<file path="config.mk">
export PLATFORM = sky130hd
export DESIGN_NAME = envelope_sequencer
export DESIGN_NICKNAME = d
export VERILOG_FILES = /design/src/rtl/envelope_sequencer.sv
export SDC_FILE = /design/constraint.sdc
export NUM_CORES = 1
export LEC_CHECK = 0
export ABC_CLOCK_PERIOD_IN_PS = 5330
export CORE_MARGIN = 2
export CORE_UTILIZATION = 42
export DETAILED_ROUTE_END_ITERATION = 8
export PLACE_DENSITY_LB_ADDON = 0.05
export SLEW_MARGIN = 0
export SYNTH_ARGS = -nofsm -noshare
export SYNTH_HDL_FRONTEND = slang
export SYNTH_SLANG_ARGS = --single-unit
export TNS_END_PERCENT = 1
</file>
<file path="constraint.sdc">
create_clock -name clk -period 5.33 [get_ports clk]
set_clock_uncertainty 0.1 [all_clocks]
set_input_delay 1.3325 -clock clk [delete_from_list [all_inputs] [get_ports clk]]
set_output_delay 1.3325 -clock clk [all_outputs]
set_load 0.03 [all_outputs]
</file>
<file path="src/rtl/envelope_sequencer.sv">
// ADSR envelope controller: steps a fixed-point level once per sample_clock rise.
// Optional gate-edge retrigger enabled by defining ENVELOPE_RETRIGGER_EN.
module envelope_sequencer #(
  parameter int VOLBITS  = 8,
  parameter int FRACBITS = 8
) (
  input  logic                          clk,
  input  logic                          rst,
  input  logic                          sample_clock,
  input  logic                          gate,
  input  logic [VOLBITS+FRACBITS-1:0]   attack_rate,
  input  logic [VOLBITS+FRACBITS-1:0]   decay_rate,
  input  logic [VOLBITS-1:0]            sustain_level,
  input  logic [VOLBITS+FRACBITS-1:0]   release_rate,
  output logic [VOLBITS-1:0]            volume,
  output logic [2:0]                    state,
  output logic                          busy
);
  localparam int LW = VOLBITS + FRACBITS;

  typedef enum logic [2:0] {
    S_IDLE    = 3'd0,
    S_ATTACK  = 3'd1,
    S_DECAY   = 3'd2,
    S_SUSTAIN = 3'd3,
    S_RELEASE = 3'd4
  } st_e;

  logic          sc_q, sc_d;
  logic [LW-1:0] level_q, level_d;
  st_e           st_q, st_d;
  logic          busy_q, busy_d;
  logic          tick, retrig;
  logic [LW-1:0] sus_full;
  logic [LW:0]   sum, dec, rel;

`ifdef ENVELOPE_RETRIGGER_EN
  logic gate_q, gate_d;
  logic pend_q, pend_d;

  always_comb begin
    gate_d = gate;
    pend_d = pend_q;
    if (tick)            pend_d = 1'b0;
    if (gate && !gate_q) pend_d = 1'b1;
  end

  always_ff @(posedge clk) begin
    if (rst) begin
      gate_q <= 1'b0;
      pend_q <= 1'b0;
    end else begin
      gate_q <= gate_d;
      pend_q <= pend_d;
    end
  end

  assign retrig = pend_q;
`else
  assign retrig = 1'b0;
`endif

  always_comb begin
    sc_d     = sample_clock;
    tick     = sample_clock & ~sc_q;
    sus_full = {sustain_level, {FRACBITS{1'b0}}};
    // One extra MSB catches carry on attack and borrow on decay/release.
    sum      = {1'b0, level_q} + {1'b0, attack_rate};
    dec      = {1'b0, level_q} - {1'b0, decay_rate};
    rel      = {1'b0, level_q} - {1'b0, release_rate};
    level_d  = level_q;
    st_d     = st_q;
    if (tick && retrig) begin
      level_d = '0;
      st_d    = S_ATTACK;
    end else if (tick) begin
      case (st_q)
        S_IDLE: if (gate) st_d = S_ATTACK;
        S_ATTACK: begin
          if (!gate) st_d = S_RELEASE;
          else if (sum[LW] || (&sum[LW-1:0])) begin
            level_d = '1;
            st_d    = S_DECAY;
          end else level_d = sum[LW-1:0];
        end
        S_DECAY: begin
          if (!gate) st_d = S_RELEASE;
          else if (dec[LW] || (dec[LW-1:0] <= sus_full)) begin
            level_d = sus_full;
            st_d    = S_SUSTAIN;
          end else level_d = dec[LW-1:0];
        end
        S_SUSTAIN: begin
          if (!gate) st_d = S_RELEASE;
          else       level_d = sus_full;
        end
        S_RELEASE: begin
          if (gate) st_d = S_ATTACK;
          else if (rel[LW] || (rel[LW-1:0] == '0)) begin
            level_d = '0;
            st_d    = S_IDLE;
          end else level_d = rel[LW-1:0];
        end
        default: begin
          level_d = '0;
          st_d    = S_IDLE;
        end
      endcase
    end
    busy_d = (st_d != S_IDLE);
  end

  always_ff @(posedge clk) begin
    if (rst) begin
      sc_q    <= 1'b0;
      level_q <= '0;
      st_q    <= S_IDLE;
      busy_q  <= 1'b0;
    end else begin
      sc_q    <= sc_d;
      level_q <= level_d;
      st_q    <= st_d;
      busy_q  <= busy_d;
    end
  end

  assign volume = level_q[LW-1:FRACBITS];
  assign state  = st_q;
  assign busy   = busy_q;

endmodule

</file>
======== Word-level counts from Yosys, hierarchy flattened ========
Index checks and enable logic that the tools add are counted.
W data, S select, Z words.
cells by class
  multiplexer cells ....................... 18
  $lt $le $gt $ge ......................... 1
  $add $sub $neg .......................... 3
  reduce and logical (&&, ||, !) cells .... 8
  equal/unequal tests ..................... 8
  bitwise operators ....................... 3
operator list
  kind                  number
  $mux W16              7
  $pmux W16 S5          1
  $sub A16 B16 Y17      2
  $mux W3               9
  $add A16 B16 Y17      1
  $le A16 B16 Y1        1
  $logic_not A16 Y1     1
  $reduce_and A16 Y1    1
  $pmux W3 S5           1
  $ne A2 B2 Y1 const B  4
  $eq A3 B2 Y1 const B  2
  $reduce_and A6 Y1     1
  $eq A3 B1 Y1 const B  1
  $eq A3 B3 Y1 const B  1
  $logic_not A3 Y1      1
  $logic_or A1 B1 Y1    3
  $reduce_bool A3 Y1    1
  $not A1 Y1            2
  $and A1 B1 Y1         1
storage, ports and cells
  input bits .............................. 60
  bits in registers ....................... 21
  logic and storage cells ................. 45

======== Longest topological paths before layout ========
Gate-level depths: netlist of the first run.
  word-level depth ........................ 8
  gate-level depth with buffers ........... 19

======== Worst setup path before layout of the first run ========
No wires, ideal clock.
  kind .................................... in2reg
  start ................................... input decay_rate[4]
  end ..................................... register level_q[8]
  cell stages on the path ................. 19
  required time ........................... 5,144 ps
  slack ................................... 416 ps
  setup time .............................. 86 ps
  arrival time ............................ 4,728 ps
  path buffers ............................ 0
  cells stage by stage .................... inv_1 ha_1 a21o_1 a31oi_1 a21o_1 nand3_1 a41o_1 a21o_1 a21oi_1 xnor2_1 ha_1 nand2_1 nor4_1 and3_1 o2111ai_1 nand3_2 mux2_1 o2111a_1 a211oi_1
on the way
  longest elaborated chain between the ends .. 6
ends and longest elaborated chain
  what                    RTL line  text
  start: declaration      12        input logic [VOLBITS+FRACBITS-1:0] decay_rate,
  $sub A16 B16 Y17 (*)    69        dec = {1'b0, level_q} - {1'b0, decay_rate};
  $le A16 B16 Y1          88        else if (dec[LW] || (dec[LW-1:0] <= sus_full)) begin
  $logic_or A1 B1 Y1      88
  $mux W16 (*)            88
  $mux W16 (*)            87        if (!gate) st_d = S_RELEASE;
  $pmux W16 S5 (*)        77        case (st_q)
  end signal: assignment  121       level_q <= level_d;
  end: declaration        30        logic [LW-1:0] level_q, level_d;
Mark *: on every way between the ends. The rest lies on a longest branch, timed or not. The select of a mux whose other input is x is not followed.
A chain may end at the register's enable or synchronous reset.

======== Worst setup path in the final report of the first run ========
  start ................................... input decay_rate[5]
  end ..................................... register level_q[8]
The elaborated chain is that of the path after synthesis.

==> results.md, run 1 <==
- Setup-failing EPs final: 0
- Largest family of logic cells by synthesized area: compound AO/OA/AOI/OAI gates
- Dpl ws: -0.311 ns
- CTS Buffer Depth: 2
- Clk sinks: 21
- Antenna viol nets, final: 0
- Num ports: about 70
- CTS tree: built
- Syn. warnings: 0
- Final instance area: ~5300 um^2
- Cell Area, Synth: ~4000 um^2
- Cells after Synth: about 530
- Via density: 5.75
- Gr usage total: around 24%
- Reg2reg start: level_q[1]
- Number of flops mapped to enable cells by yosys: 0
- Vias in the first global route: between 4000 and 5000
- Clk Latency, worst-skew pair: between 0.2 and 0.3 ns
- Worst-margin pin slew: roughly 0.66 ns
- Largest net degree at the start of global routing: 13
- Simple-gate area share of the yosys netlist: between 20 and 25%
- Yosys cell types: between 70 and 80
- H-tree level count: 1
- Setup crit end kind: register
- Fmax: around 190 MHz
- CP Capture Point: level_q[8]
- Die height: roughly 100 um
- Post-Synth XOR/XNOR Area: just over 7%
- Die area: roughly 10000 um^2
- Fin crit period: between 5 and 6 ns
- Layout cells sized above 1: 15.0%
- Num rows: 35
- Vias: 4243
- Final WS setup: 0.128 ns
- R2R Path End: level_q[8]
- PortBufs: 71
- Hold_buf cts: 0
- NumNets Final: about 750
- CP startpoint kind: primary input
- DR WL/cell: 17.2 um
- Layout Utilization: between 50% and 60%
- Wire length of the first global-routing pass: 19900 um
- Status: completed
- Net count after synthesis: 644
- Antenna cell count: 0
- Overflow left after global routing: 0
- Reg2reg setup slack: about 1.1 ns
- Final wirelength: about 13000 um
- Syn avg cell area: ~7.6 um^2
- Initial antenna violation count: 0
- Max IR drop VDD: around 0.057 mV
- CTS buffer count: 3
- Drt first pass iters: 4
- Mux share of post-synthesis cell area: roughly 2.4%
- Max_cap viols: 0
- Syn-to-layout area delta: 33.2%
- Non-filler cells in the finished layout: between 700 and 800
- Worst Hold Class: reg -> reg
- Worst-path clk slew: approximately 0.070 ns
- Chip width: roughly 100 um
- Final Slew Violations: 0
- FF-to-FF path depth: 18
- WP data required: about 5.4 ns
- Crit path from: decay_rate[5]
- Core area: roughly 9000 um^2
- Kind of critical path: in -> reg
- Root buffer cell: clkbuf_8
- Post-Synth Adder-Cell Area: a little under a fifth
- DP Cell Count: 728
- Primary FF master, synth: dfxtp_1
- Ys async rst share: 0%
- Crit Path Max Fanout: 5
- Initial core utilization: roughly 43%
- Fin. Hold Viols: 0
- Dpl hpwl: between 10000 and 15000 um
- Leak: about 2.5 nW
- # DRC: 0
- Period utilisation layout: 97.6%
- Post-synthesis register bit count: 21
- Seq/Total Area, Yosys: 10.6%
- Hold slack final: around 0.42 ns
- Iter 0 DRT Violations: around 220
- Routability cong.: about 0.91
- Post-DP Area: 5000 um^2
- Compound-Gate Fraction of Synth Area: roughly a third
- Max-slew headroom: ~56%
- Worst EP arrival: 5.27 ns
- Power per Cell Area: 94.8 nW/um^2
## placed cells by master (no fill, tap or decap), types with 14 or more instances in the layout
cell	Yosys	layout
buf_4	8	40
ha_1	56	52
inv_1	53	53
xnor2_1	22	20
dfxtp_1	21	21
nor2_1	28	28
nor3_1	17	14
clkdlybuf4s50_1	0	70
a21oi_1	36	33
nand2_1	42	41
a21o_1	19	19
## worst min-delay path by stage
stage                from         end  cells after the start
2_1_floorplan  level_q[0]  level_q[0]                      2
3_3_place_gp   level_q[0]  level_q[0]                      2
3_5_place_dp   level_q[0]  level_q[0]                      2
4_1_cts        level_q[0]  level_q[0]                      2
5_1_grt        level_q[0]  level_q[0]                      2
6_report       level_q[0]  level_q[0]                      2
## metal layers
metal	part of all wire (%)	track usage (%)	wire [um]	vias up
met2	45	40.8	5680	119
met3	5.3	1.04	671	21
met1	48	34.2	6120	1927
li1	-	-	-	2176
met5	0	0	0	-
met4	1.9	4.99	244	0
## layout make-up
class	count	area, um^2
Clock inverter	1	5.00
Timing Repair Buffer	112	1020
Clock buffer	3	41.3
Tap cell	111	139
Inverter	53	199
Fill cell	898	3910
Multi-Input combinational cell	437	3460
Sequential cell	21	420
## timing repair
| item | in CTS | in global routing |
|---|---|---|
| pin swaps | 3 | 23 |
| resized for setup | 6 | 35 |
| setup endpoints to repair | 7 | 15 |
| hold endpoints to repair | 0 | 0 |
| setup buffers | 0 | 6 |
## critical path: stages
cell and delay, ns:
clkdlybuf4s50_1 0.47, inv_1 0.05, ha_1 0.30, or4_1 0.50
o21ai_2 0.10, a211oi_1 0.06, buf_4 0.17, nor3_2 0.23
xnor2_1 0.14, ha_1 0.24, a2111oi_4 0.28, o21ai_1 0.12
a311oi_2 0.33, nor3_2 0.11, nand3_4 0.15, mux2_4 0.32
o2111a_1 0.22, a211oi_1 0.15
## kinds of logic (layout without fill, tap and decap cells)
| logic type | Yosys count | in the layout |
|---|---|---|
| flops | 21 | 21 |
| mux | 9 | 9 |
| buf+inv | 67 | 169 |
| fa+ha+maj | 59 | 59 |
| simple gates | 161 | 161 |
| compound gates | 175 | 175 |
| xor+xnor | 33 | 33 |
## Yosys cell counts, types with 5 or more instances
library cell  instances  area share, %
a21o_1               19            3.6
inv_1                53            5.0
nand4_1               5           0.79
dfxtp_1              21             11
nor2b_1              12            1.9
o2111ai_1             5            1.1
xor2_1               11            2.4
buf_4                 8            1.5
xnor2_1              22            4.9
o21ai_0              17            2.1
nand3_1              12            1.5
o211ai_1              6            1.1
or3_1                 5           0.79
o221ai_1              9            2.0
a221oi_1              8            1.8
a211oi_1              8            1.5
nor2_1               28            2.6
a21oi_1              36            4.5
nor4_1                5           0.79
o21a_1               11            2.1
and2_1                7            1.1
nor3_1               17            2.1
and3_1                9            1.4
nand2_1              42            4.0
ha_1                 56             18
## sequential cells by signal (all words and copies together), names as in the netlist
register,flops
busy,1
level_q,16
sc_q,1
state,3
## where the power goes
| group | leakage (nW) | internal, mW | switching [mW] |
|---|---|---|---|
| combinational | 2.31 | 0.117 | 0.115 |
| sequential | 0.170 | 0.159 | 0.00331 |
| clock | 0.0255 | 0.0521 | 0.0551 |
| total | 2.50 | 0.328 | 0.173 |
## metrics by stage
stage	setup TNS [ns]	power (mW)
6_report	0	0.501
5_1_grt	-0.0387	0.529
2_1_floorplan	0	0.286
3_3_place_gp	-1.22	0.377
4_1_cts	0	0.485
3_5_place_dp	-2.81	0.378
No activity file was read; power rests on OpenSTA's default activity.
==> run 2: changes to the inputs <==
- CORE_MARGIN: 2 -> 8
==> run 2 against run 1 <==
Net effect:
- non-clock buffer count unchanged
- setup slack got worse by 0.038 ns
- routed wire length increased by 0.92%
- sequential cell count unchanged
- total power decreased by 1.2%
- die area increased by 25%
- core utilization about the same
- cell count unchanged
- first-iteration DRC count increased by 3.2%
- combinational power decreased by 2%
- global-route usage decreased by 4.8 points
- critical path depth increased by 2
- critical path type unchanged
==> results.md, run 2 (synthesis results as in run 1) <==
- Root buffer cell: clkbuf_8
- H-tree level count: 1
- CP max stage delay: ~0.46 ns
- Overflow left after global routing: 0
- # DRC: 0
- Worst EP arrival: between 5 and 6 ns
- Routability cong.: around 0.9
- Setup-failing EPs final: 0
- Worst Hold Class: reg -> reg
- Drt first pass iters: 5
- WHS Path Cells: 2
- CTS Buffer Depth: 2
- Final wirelength: between 10000 and 15000 um
- Status: completed
- NumNets Final: roughly 750
- Dpl hpwl: between 10000 and 15000 um
- Wire length of the first global-routing pass: 20400 um
- FF-to-FF path depth: 18
- Chip width: ~110 um
- Layout cells sized above 1: 14.8%
- Clk sinks: 21
- Period utilisation layout: about 100%
- CTS buffer count: 3
- Final Slew Violations: 0
- Layout Utilization: 57.5%
- Num ports: a little over 70
- Reg2reg setup slack: approximately 1.1 ns
- DP Cell Count: ~730
- CTS tree: built
- Die area: 12800 um^2
- Vias in the first global route: around 4200
- Num rows: 35
- Clk Latency, worst-skew pair: 0.26 ns
- Max-slew headroom: between 40% and 50%
- Setup crit end kind: register
- Number of flip-flops in the largest register: 16
- Gr usage total: roughly a fifth
- Kind of critical path: in -> reg
- Antenna viol nets, final: 0
- Worst-path clk slew: ~0.070 ns
- Worst-margin pin slew: about 0.85 ns
- Core area: approximately 9200 um^2
- Via density: 5.77
- Fin. Hold Viols: 0
- Vias: approximately 4300
- Die height: 113 um
- DR WL/cell: 17.4 um
- CP startpoint kind: primary input
- Syn-to-layout area delta: 33.1%
- Commonest cells after routing, fill and taps aside: 70 x clkdlybuf4s50_1, 53 x inv_1, 52 x ha_1
- Crit-path cells: clkdlybuf4s50_1 -> inv_1 -> ha_4 -> a21o_1 -> a31oi_4 -> a21o_1 -> nand3_2 -> a41o_1 -> a21o_1 -> a21oi_2 -> xnor2_2 -> ha_1 -> nand2_1 -> nor4_2 -> and3_1 -> o2111ai_2 -> nand3_4 -> mux2_4 -> o2111a_1 -> a211oi_2
- Leak: 2.48 nW
- Most flop-heavy register: level_q
- Slowest cell on crit path: clkdlybuf4s50_1
- Antenna cell count: 0
- Non-filler cells in the finished layout: 738
- Initial antenna violation count: 0
- Commonest non-fill, non-tap cell in the layout: clkdlybuf4s50_1
- PortBufs: 71
- Iter 0 DRT Violations: 229
- Largest net degree at the start of global routing: 13
- Final instance area: approximately 5300 um^2
- Final setup TNS: 0 ns
- Fin crit period: 5.24 ns
- Max IR drop VDD: around 0.053 mV
- Crit Path Max Fanout: 5
- Crit-path most repeated cell: a21o_1
- Fmax: approximately 190 MHz
- Post-DP Area: approximately 5000 um^2
- Power per Cell Area: about 94 nW/um^2
- Initial core utilization: 43.2%
- WP data required: around 5.4 ns
- Max_cap viols: 0
## run 2: path summary, 6_finish.rpt
kind	to	start
hold reg to reg	level_q[0]	level_q[0]
setup reg to reg	level_q[8]	level_q[1]
hold / removal	level_q[0]	level_q[0]
setup / recovery	level_q[8]	decay_rate[4]
## run 2: worst max-delay path: cells and delay by family
family / cells / cell delay (ns)
fa+ha+maj: 2 / 0.53
mux: 1 / 0.31
xor+xnor: 1 / 0.11
buf+inv: 2 / 0.53
simple gates: 5 / 0.73
compound gates: 9 / 1.78
## run 2: metrics by stage
stage | total power [mW] | setup slack (ns) | hold WS (ns)
floorplan | 0.286 | 0.416 | 0.359
global placement | 0.378 | -0.180 | 0.394
detailed placement | 0.378 | -0.294 | 0.395
CTS | 0.484 | 0.0318 | 0.413
global route | 0.527 | -0.114 | 0.441
finish | 0.495 | 0.0900 | 0.418
## run 2: layer usage
metal / part of all wire [%] / GRT usage, % / vias to the layer above / wire length [um]
li1: - / - / 2178 / -
met1: 50 / 26.1 / 1963 / 6360
met2: 45 / 32.2 / 105 / 5790
met3: 4.3 / 1.60 / 9 / 548
met4: 1.1 / 4.62 / 0 / 142
met5: 0 / 0 / - / 0
## run 2: timing repair
item	CTS	global route
endpoints found under the setup margin	7	16
hold buffers	0	0
endpoints found under the hold margin	0	0
buffers inserted	0	8
gates resized for setup	3	35
pin swaps	0	21
## run 2: power by group
| group | leakage, nW | total, mW | internal [mW] | switching, mW |
|---|---|---|---|---|
| Combinational | 2.29 | 0.227 | 0.116 | 0.111 |
| Clock | 0.0228 | 0.106 | 0.0533 | 0.0530 |
| Sequential | 0.170 | 0.162 | 0.159 | 0.00322 |
| Total | 2.48 | 0.495 | 0.328 | 0.168 |
## run 2: layout make-up
cell class | instances | area (um^2)
multi-input cells | 437 | 3460
fillers | 856 | 3910
well taps | 111 | 139
inverters | 53 | 199
repair buffers | 112 | 1020
clock buffers | 4 | 45.0
flip-flops and latches | 21 | 420
